[config.mk]
export PLATFORM = sky130hd
export DESIGN_NAME = md_sched
export DESIGN_NICKNAME = d
export VERILOG_FILES = /design/src/rtl/md_sched.sv
export SDC_FILE = /design/constraint.sdc
export NUM_CORES = 1
export LEC_CHECK = 0
export CAP_MARGIN = 20
export CORE_MARGIN = 5
export CORE_UTILIZATION = 40
export DETAILED_ROUTE_END_ITERATION = 7
export HOLD_SLACK_MARGIN = 0.15
export PLACE_DENSITY_LB_ADDON = 0.05
export SLEW_MARGIN = 30
export SYNTH_ARGS = -nofsm -noshare
export SYNTH_HDL_FRONTEND = slang
export SYNTH_SLANG_ARGS = --single-unit
[constraint.sdc]
create_clock -name clk -period 5.48 [get_ports clk]
set_input_delay 1.096 -clock clk [delete_from_list [all_inputs] [get_ports clk]]
set_output_delay 1.096 -clock clk [all_outputs]
set_load 0.01 [all_outputs]
[src/rtl/md_sched.sv]
// HI/LO operation scheduler: a 2-entry in-order queue that feeds an external
// multiply/divide unit and holds the architectural hi/lo registers.
module md_sched (
    input  logic        clk,
    input  logic        reset,
    input  logic        op_valid,
    input  logic [3:0]  op_type,
    input  logic [31:0] op_a,
    input  logic [31:0] op_b,
    output logic        op_ready,
    input  logic        flush,
    output logic        md_start,
    output logic [1:0]  md_func,
    output logic [31:0] md_a,
    output logic [31:0] md_b,
    input  logic        md_done,
    input  logic [31:0] md_hi,
    input  logic [31:0] md_lo,
    output logic [31:0] rd_data,
    output logic        mf_stall,
    output logic        busy
);

    typedef enum logic {IDLE, BUSY} state_t;

    state_t      state_reg;
    logic [3:0]  type_mem [2];
    logic [31:0] a_mem [2];
    logic [31:0] b_mem [2];
    logic        wr_ptr_reg;
    logic        rd_ptr_reg;
    logic [1:0]  count_reg;
    logic [1:0]  count_next;
    logic [31:0] hi_reg;
    logic [31:0] lo_reg;

    logic        op_is_md;
    logic        op_is_mt;
    logic        op_is_mf;
    logic        op_is_enq;
    logic        enq;
    logic        pop;
    logic [3:0]  head_type;
    logic [31:0] head_a;
    logic        head_is_md;

    always_comb begin
        op_is_md  = (op_type >= 4'd1) && (op_type <= 4'd4);
        op_is_mt  = (op_type == 4'd7) || (op_type == 4'd8);
        op_is_mf  = (op_type == 4'd5) || (op_type == 4'd6);
        op_is_enq = op_is_md || op_is_mt;
    end

    assign busy     = (count_reg != 2'd0) || (state_reg == BUSY);
    assign mf_stall = op_valid && op_is_mf && busy;

    // A full queue refuses new work even when its head drains this cycle.
    always_comb begin
        if (op_is_enq)
            op_ready = (count_reg != 2'd2);
        else if (op_is_mf)
            op_ready = !mf_stall;
        else
            op_ready = 1'b1;
    end

    assign enq = op_valid && op_ready && !flush && op_is_enq;

    assign head_type  = type_mem[rd_ptr_reg];
    assign head_a     = a_mem[rd_ptr_reg];
    assign head_is_md = (head_type >= 4'd1) && (head_type <= 4'd4);

    // Only enqueueable types are ever stored, so any head is poppable when idle.
    assign pop      = (state_reg == IDLE) && (count_reg != 2'd0);
    assign md_start = pop && head_is_md;
    assign md_func  = head_type[1:0] - 2'd1;
    assign md_a     = head_a;
    assign md_b     = b_mem[rd_ptr_reg];

    always_comb begin
        case (op_type)
            4'd5:    rd_data = lo_reg;
            4'd6:    rd_data = hi_reg;
            default: rd_data = 32'd0;
        endcase
    end

    always_comb begin
        count_next = count_reg;
        if (enq && !pop)
            count_next = count_reg + 2'd1;
        else if (pop && !enq)
            count_next = count_reg - 2'd1;
    end

    generate
        for (genvar gi = 0; gi < 2; gi++) begin : g_entry
            always_ff @(posedge clk) begin
                if (enq && (wr_ptr_reg == 1'(gi))) begin
                    type_mem[gi] <= op_type;
                    a_mem[gi]    <= op_a;
                    b_mem[gi]    <= op_b;
                end
            end
        end
    endgenerate

    always_ff @(posedge clk) begin
        if (reset) begin
            state_reg  <= IDLE;
            count_reg  <= 2'd0;
            wr_ptr_reg <= 1'b0;
            rd_ptr_reg <= 1'b0;
            hi_reg     <= 32'd0;
            lo_reg     <= 32'd0;
        end else begin
            if (flush) begin
                count_reg  <= 2'd0;
                wr_ptr_reg <= 1'b0;
                rd_ptr_reg <= 1'b0;
            end else begin
                count_reg <= count_next;
                if (enq)
                    wr_ptr_reg <= ~wr_ptr_reg;
                if (pop)
                    rd_ptr_reg <= ~rd_ptr_reg;
            end

            // The popped head still executes when a flush lands in the same cycle.
            case (state_reg)
                IDLE: begin
                    if (pop) begin
                        if (head_type == 4'd7)
                            lo_reg <= head_a;
                        else if (head_type == 4'd8)
                            hi_reg <= head_a;
                        else
                            state_reg <= BUSY;
                    end
                end
                BUSY: begin
                    if (md_done) begin
                        hi_reg    <= md_hi;
                        lo_reg    <= md_lo;
                        state_reg <= IDLE;
                    end
                end
                default: state_reg <= IDLE;
            endcase
        end
    end

endmodule

# Word level (Yosys, flattened, before mapping)
# Memories as Yosys holds them, arrays and structs flattened. A register that Yosys moved wholly into a read port is not among the register bits.
# Cells that the tools add are included.
# op_classes
bitwise,3
muxes,38
order_cmp,4
n_eq_ne,12
reduce_logical,29
add_sub_neg,3
# op_table
cell,n
2-to-1 mux 32 bit,9
case mux 32 bit (2 select lines),3
OR reduction 32 bit,2
2-to-1 mux 1 bit,22
"equality test 4 x 3 -> 1 bit, second input constant",4
logical AND 1 bit,13
"equality test 4 bit, second input constant",2
"greater-or-equal comparator 4 x 1 -> 1 bit, second input constant",2
"less-or-equal comparator 4 x 3 -> 1 bit, second input constant",2
"!= test 2 bit, second input constant",4
logical NOT 1 bit,4
logical OR 1 bit,4
2-to-1 mux 2 bit,2
2-to-1 mux 4 bit,1
"!= test 2 x 1 -> 1 bit, second input constant",2
AND reduction 4 bit,1
nonzero test 2 bit,2
OR reduction 4 bit,1
"subtractor 2 x 1 -> 2 bit, second input constant",2
NOT 1 bit,3
AND reduction 3 bit,1
"adder 2 x 1 -> 2 bit, second input constant",1
case mux 1 bit (2 select lines),1
OR reduction 2 bit,1
# totals
in_bits,137
ramBits,136
register_bits,69
word_cells,98
n_memories,3
# memory_table
memory,depth,word_bits,rd,rd_clocked_by_memory_dff,write_ports,line,text
a_mem,2,32,1,1,1,28,logic [31:0] a_mem [2];
b_mem,2,32,1,1,1,29,logic [31:0] b_mem [2];
type_mem,2,4,1,1,1,27,logic [3:0] type_mem [2];

# Longest topological paths before layout
# Gate-level depths: netlist of the first run.
# logic_depth
depth_word,15
ltp_mapped,11
mapped_depth_nobuf,8

# Worst setup path after synthesis of the first run
# Ideal clock, no wire load.
# synth_path
path_kind,input -> register
start,input op_type[2]
end,"memory a_mem[0][0], enable pin"
arrival_ps,4776
path_slack_ps,202
t_required_ps,4978
path_stages,4
setup_time_ps,502
cell_sequence,nor2b_1 -> o21ai_0 -> a211oi_1 -> nor2b_1
# synth_between
elab_chain_cells,15
# synth_lines
item,line,text
start: declaration,7,"input logic [3:0] op_type,"
equality test 4 x 3 -> 1 bit,50,op_is_mf = (op_type == 4'd5) || (op_type == 4'd6);
logical OR 1 bit,50,
logical AND 1 bit (2 in a row),55,assign mf_stall = op_valid && op_is_mf && busy;
logical NOT 1 bit,62,op_ready = !mf_stall;
2-to-1 mux 1 bit,61,else if (op_is_mf)
2-to-1 mux 1 bit,59,if (op_is_enq)
logical AND 1 bit (2 in a row),67,assign enq = op_valid && op_ready && !flush && op_is_enq;
logical AND 1 bit (*),67,
named net enq,41,logic enq;
logical AND 1 bit,99,if (enq && (wr_ptr_reg == 1'(gi))) begin
2-to-1 mux 1 bit,99,
2-to-1 mux 1 bit (implied by the code),101,a_mem[gi] <= op_a;
OR reduction 32 bit (no source line),n/a,
2-to-1 mux 1 bit (no source line),n/a,
end: declaration,28,
# The timed path passes the listed nets; every way through them passes the cells marked *.

# Worst setup path after layout of the first run
# layout_path
start,input op_type[2]
end,output rd_data[13]
# layout_between
elab_chain_cells,2
# layout_lines
item,line,text
equality test 4 x 3 -> 1 bit,81,case (op_type)
case mux 32 bit (2 select lines) (*),81,
end: declaration,19,"output logic [31:0] rd_data,"
# Mark *: on every way between the ends. The rest lies on a longest branch, timed or not.

==> impl_results.md, run 1 <==
* R2r worst-path depth at 6
* Switching share of power at 21.8%
* Die ar. at 25400 µm²
* CP delay by family, top: buffers and inverters
* Row count at 54
* Via-to-Cell Ratio at 5.15
* Critical path launch point type: input pin
* Max Freq at 226 MHz
* Dpl hpwl at 15400 µm
* Setup violators final at 0
* CP bufs+invs at 3
* Cell area after layout at 12200 µm²
* Main synth FF type: edfxtp_1
* IO Pins at 239
* Largest regs: a_mem (64), b_mem (64)
* Cells after Synth at 633
* Global-route usage over all layers at 17.4%
* Most common cell in the netlist: edfxtp_1
* Pwr/cell area at 293 nW/µm²
* Detailed Route Iter0 Violations at 195
* Core box area at 21900 µm²
* Max VDD drop at 0.211 mV
* Core Util, Final at 55.8%
* Detailed Routing Iterations Pass 1 at 4
* Pin count of the biggest net entering global routing at 104
* Clock sink count at 206
* Power share of the clock group at 40.5%
* Die width at 159 µm
* Most frequent cells after synthesis: edfxtp_1 (136), dfxtp_1 (70), mux2i_1 (68), o21ai_0 (67), nand2b_1 (66)
* Synth Cell Area at 8930 µm²
* Worst reg2reg path endpoint: hi_reg[6]$_SDFFE_PP0P_
* Fillers at 1802
* Initial Util at 40.8%
* Critical Path Slowest Stage Cell: clkdlybuf4s50_1
* H-tree levels at 1
* Worst Hold End: hi_reg[24]$_SDFFE_PP0P_
* Internal at 2.80 mW
* Clock Tree Buf Depth at 3
* Status: finished, final reports clean
* P_leak at 4.02 nW
* Hold buffer count at CTS at 0
* Mapped Nets at 774
* Crit path kind: input pin to output pin
* CTS root buf: clkbuf_16
* Number of synthesized flops with an enable pin at 136
* Finished Layout Cells at 1157
* First-pass GRT wire length at 35700 µm
* Sequential area share after synthesis at 61.4%
* Most used cell, CP: clkdlybuf4s50_1
* Max FO, Critical Path at 32
* Worst Path Arrival at 3.33 ns
* Mean post-synth cell area at 14.1 µm²
* Yosys Warn Count at 0
* Worst Max-Slew Pin Slew at 0.856 ns
* Period utilisation layout at 80.8%
* Top cell type's share of synthesized area at 45.7%
* Ys async rst share at 0%
* Fin worst setup slack at 1.05 ns
* Vias in the first global route at 6439
* Hold-critical path depth at 2
* Setup_tns at 0 ns
* Worst-Skew Late Latency at 0.49 ns
* Vias at 5955
* Height of the die at 159 µm
* CTS Buf Count at 22
* Dpl cell area at 11500 µm²
* Cell taking the most area after synthesis: edfxtp_1
* Seq pwr share at 48.0%
* Final slew viol count at 0
* Share of cells above drive strength 1 at 17.6%
* Total wire length at 23200 µm
* Dominant cells by area after synthesis: edfxtp_1 (46%), dfxtp_1 (16%), mux2_2 (8.1%)
* Hold_ws at 0.478 ns
* Clk_skew at 0.0200 ns
* Min Tclk post-route at 4.43 ns
* Hold Fails Final Rpt at 0
* Hold_sp: hi_reg[24]$_SDFFE_PP0P_
* Endpoint class of the critical path: output pin
* Worst min path class: flip-flop to flip-flop
* Slew HR at 43.0%
* # Post-CTS Setup Buffers at 0
* DR DRC count at 0
* Routability Congestion at 0.801
* Combinational power share at 11.5%
* Area delta synth->final at 36.8%
* Placed instance count at 1115
* Nets at 1001
* CTS tree: yes
* Clock slew at reported path FFs at 0.06 ns
* Antenna violations before repair at 3
* Worst Path Required at 4.38 ns
* GR Overflow Total at 0
* Routed len/inst at 20.0 µm
* Port bufs at 238
* CP peak stage delay at 0.58 ns
* Total power at 3.58 mW
* Setup WS pre-CTS at 1.06 ns
* FF+latch count, synth at 206
* Crit-path cells: clkdlybuf4s50_1 -> nor2b_1 -> and3b_1 -> buf_4 -> a22o_1 -> clkdlybuf4s50_1
* Post-CTS Resized at 0
* Reg-to-reg slack, setup at 2.77 ns
* MaxCap Viol Count at 0
* Sw power at 0.782 mW
* Distinct cell type count after synthesis at 38
* Unrepaired setup endpoints after global routing: no
* Antenna-violating nets left at 0
[final cells by class]
cell class	count	area, µm²	area share (%)
tap	280	350	2.87
inverter	8	32.5	0.266
multi-input combinational	375	3140	25.7
sequential	206	5490	44.9
antenna	1	2.50	0.0205
timing repair buffer	247	2480	20.3
clock buffer	28	636	5.20
clock inverter	12	88.8	0.727
[worst max-delay path by stage]
stage | slack, ns | cells after the start | start | end
2_1_floorplan | 0.20 | 4 | op_type[2] | a_mem[0][0]$_DFFE_PP_
3_3_place_gp | 1.16 | 6 | op_type[2] | rd_data[13]
3_5_place_dp | 1.06 | 6 | op_type[2] | rd_data[13]
4_1_cts | 1.05 | 6 | op_type[2] | rd_data[13]
5_1_grt | 0.94 | 6 | op_type[2] | rd_data[26]
6_report | 1.05 | 6 | op_type[2] | rd_data[13]
[cells in the final DEF, fill, tap and decap left out, types with 7 or more instances in the layout]
cell type,instances
inv_1,7
clkdlybuf4s50_1,237
edfxtp_1,136
clkinv_2,8
o21ba_2,32
buf_4,7
o21ai_0,67
mux2_2,64
nand2b_1,66
a22o_1,32
mux2i_1,68
clkbuf_16,24
dfxtp_1,68
[per-layer routing]
metal | part of all wire, % | up-vias | track usage (%) | routed length, µm
li1 | - | 2806 | - | -
met1 | 41 | 2895 | 21.1 | 9400
met2 | 49 | 200 | 29.9 | 11400
met3 | 7.1 | 50 | 4.97 | 1640
met4 | 3.1 | 4 | 5.93 | 714
met5 | 0.11 | - | 0 | 25
[cells by family after synthesis]
kind of cell | share of synthesized area, %
adder cells (fa/ha/maj) | 0.561
flip-flops | 61.4
XOR/XNOR | 0.491
buffers and inverters | 3.53
AND/OR/NAND/NOR | 6.43
AO/OA/AOI/OAI | 11.8
multiplexers | 15.7
[worst reg2reg max path: cells and delay by family, from the launching register on]
family,cells,cell delay (ns)
buffers and inverters,2,1.17
flip-flops,1,0.58
AND/OR/NAND/NOR,1,0.35
multiplexers,1,0.31
AO/OA/AOI/OAI,2,0.22
[power by group through the flow]
stage          Sequential (mW)  Clock [mW]  Combinational, mW
6_report                  1.72        1.45              0.412
5_1_grt                   1.72        1.55              0.445
4_1_cts                   1.72        1.49              0.418
3_5_place_dp              1.75           0              0.415
3_3_place_gp              1.75           0              0.406
2_1_floorplan             1.74           0              0.213
No activity file was read; power rests on OpenSTA's default activity.
==> run 2, diff against run 1 <==
Clock period 5.48 ns to 3.7 ns, I/O delays scaled along.
==> impl_results.md, run 2 (same netlist as run 1, synthesis figures left out) <==
* Antenna cell count at 0
* Unrepaired setup endpoints after global routing: no
* Sw power at 1.20 mW
* Fin worst setup slack at 0.136 ns
* Fillers at 1803
* Dpl hpwl at 15700 µm
* Clock Tree Buf Depth at 3
* Row count at 54
* M3 GR Usage at 4.74%
* Nets at 1006
* Slew HR at 51.0%
* CTS root buf: clkbuf_16
* Crit path kind: input pin to output pin
* Max VDD drop at 0.281 mV
* Hold Fails Final Rpt at 0
* Critical path launch point type: input pin
* Pwr/cell area at 434 nW/µm²
* Switching share of power at 22.5%
* First-pass GRT wire length at 36400 µm
* Vias at 5934
* Endpoint class of the critical path: output pin
* Setup_tns at 0 ns
* Routed len/inst at 20.3 µm
* Final slew viol count at 0
* DR DRC count at 0
* Share of cells above drive strength 1 at 18.0%
* Internal at 4.13 mW
* Initial Util at 40.8%
* Period utilisation layout at 96.3%
* Vias in the first global route at 6505
* Busiest grt layer: met2
* IO Pins at 239
* Core box area at 21900 µm²
* Max Freq at 281 MHz
* Commonest non-fill, non-tap cells in the layout: clkdlybuf4s50_1 (237), edfxtp_1 (136), mux2i_1 (68), dfxtp_1 (68), o21ai_0 (67)
* Commonest non-fill, non-tap cell in the layout: clkdlybuf4s50_1
* Antenna violations before repair at 2
* Via-to-Cell Ratio at 5.11
* Worst min path class: flip-flop to flip-flop
* Height of the die at 159 µm
* Combinational power share at 11.7%
* Clk_skew at 0.0120 ns
* Area delta synth->final at 37.7%
* Clock slew at reported path FFs at 0.06 ns
* Global routing met1 resource utilization at 22.3%
* Reg-to-reg slack, setup at 1.09 ns
* Seq pwr share at 47.7%
* Total power at 5.33 mW
* GRT met2 Usage at 30.1%
* Global-route usage over all layers at 17.8%
* Power share of the clock group at 40.6%
* H-tree levels at 1
* Setup WS pre-CTS at 0.187 ns
* CTS Buf Count at 23
* Die width at 159 µm
* Largest regs: a_mem (64), b_mem (64)
* Worst-Skew Late Latency at 0.50 ns
* Worst Max-Slew Pin Slew at 0.736 ns
* MaxCap Viol Count at 0
* Port bufs at 238
* Total wire length at 23500 µm
* Status: finished, final reports clean
* Max FO, Critical Path at 32
* Pin count of the biggest net entering global routing at 56
* Antenna-violating nets left at 0
* P_leak at 4.06 nW
* CTS tree: yes
* Setup violators final at 0
* Detailed Routing Iterations Pass 1 at 4
* Die ar. at 25400 µm²
* GR Overflow Total at 0
* Min Tclk post-route at 3.56 ns
* Worst Path Required at 2.96 ns
* Clock sink count at 206
* Routability Congestion at 0.813
* Worst Path Arrival at 2.82 ns
* Detailed Route Iter0 Violations at 236
run 2: changes by cell type in the layout (fill, tap and decap cells not counted), sizes merged:
cell      delta
buf          +4
clkbuf       +4
clkinvlp     -2
bufinv       -1
diode        -1
inv          +1
run 2: layer usage:
metal | part of all wire [%] | up-vias
met3 | 6.4 | 47
met5 | 0.089 | -
li1 | - | 2819
met1 | 43 | 2866
met4 | 2.6 | 4
met2 | 48 | 198
run 2: timing repair:
action | CTS | global route
resized for setup | 0 | 0
hold buffers | 0 | 0
buffers inserted | 0 | 1
endpoints found under the setup margin | 0 | 1
run 2: power groups by stage:
stage | clock (mW) | combinational [mW] | sequential (mW)
after global placement | 0 | 0.607 | 2.59
final | 2.16 | 0.622 | 2.54
after CTS | 2.22 | 0.624 | 2.55
after global routing | 2.33 | 0.670 | 2.55
after detailed placement | 0 | 0.621 | 2.60
after floorplan | 0 | 0.316 | 2.58
run 2: path summary, 6_finish.rpt:
| kind | start | endpoint | depth (start not counted) |
|---|---|---|---|
| worst min register to register | hi_reg[8]$_SDFFE_PP0P_ | hi_reg[8]$_SDFFE_PP0P_ | 2 |
| worst max register to register | flip-flop | lo_reg[20]$_SDFFE_PP0P_ | 6 |
| worst min-delay path | hi_reg[8]$_SDFFE_PP0P_ | hi_reg[8]$_SDFFE_PP0P_ | 2 |
| worst max-delay path | op_type[2] | rd_data[22] | 6 |
run 2: stage by stage:
stage	cell area, µm²	hold slack [ns]	utilization [%]	instances
after detailed placement	11500	0.461	52.8	1119
after global placement	11500	0.462	52.8	1119
final	12300	0.474	56.2	1162
after global routing	12300	0.499	56.2	1162
after floorplan	8930	0.448	-	633
after CTS	12300	0.480	56.1	1161
run 2: area by class of cell:
class	count	area [µm²]	area share, %
Clock buffer	32	671	5.46
Multi-Input combinational cell	375	3140	25.5
Clock inverter	10	57.6	0.468
Sequential cell	206	5490	44.7
Tap cell	280	350	2.85
Inverter	8	30.0	0.244
Timing Repair Buffer	251	2560	20.8
run 2: worst max-delay path, stage by stage:
cell	delay, ns
clkdlybuf4s50_1	0.57
nor2b_1	0.28
and3b_1	0.26
buf_12	0.23
a22o_1	0.18
clkdlybuf4s50_1	0.55
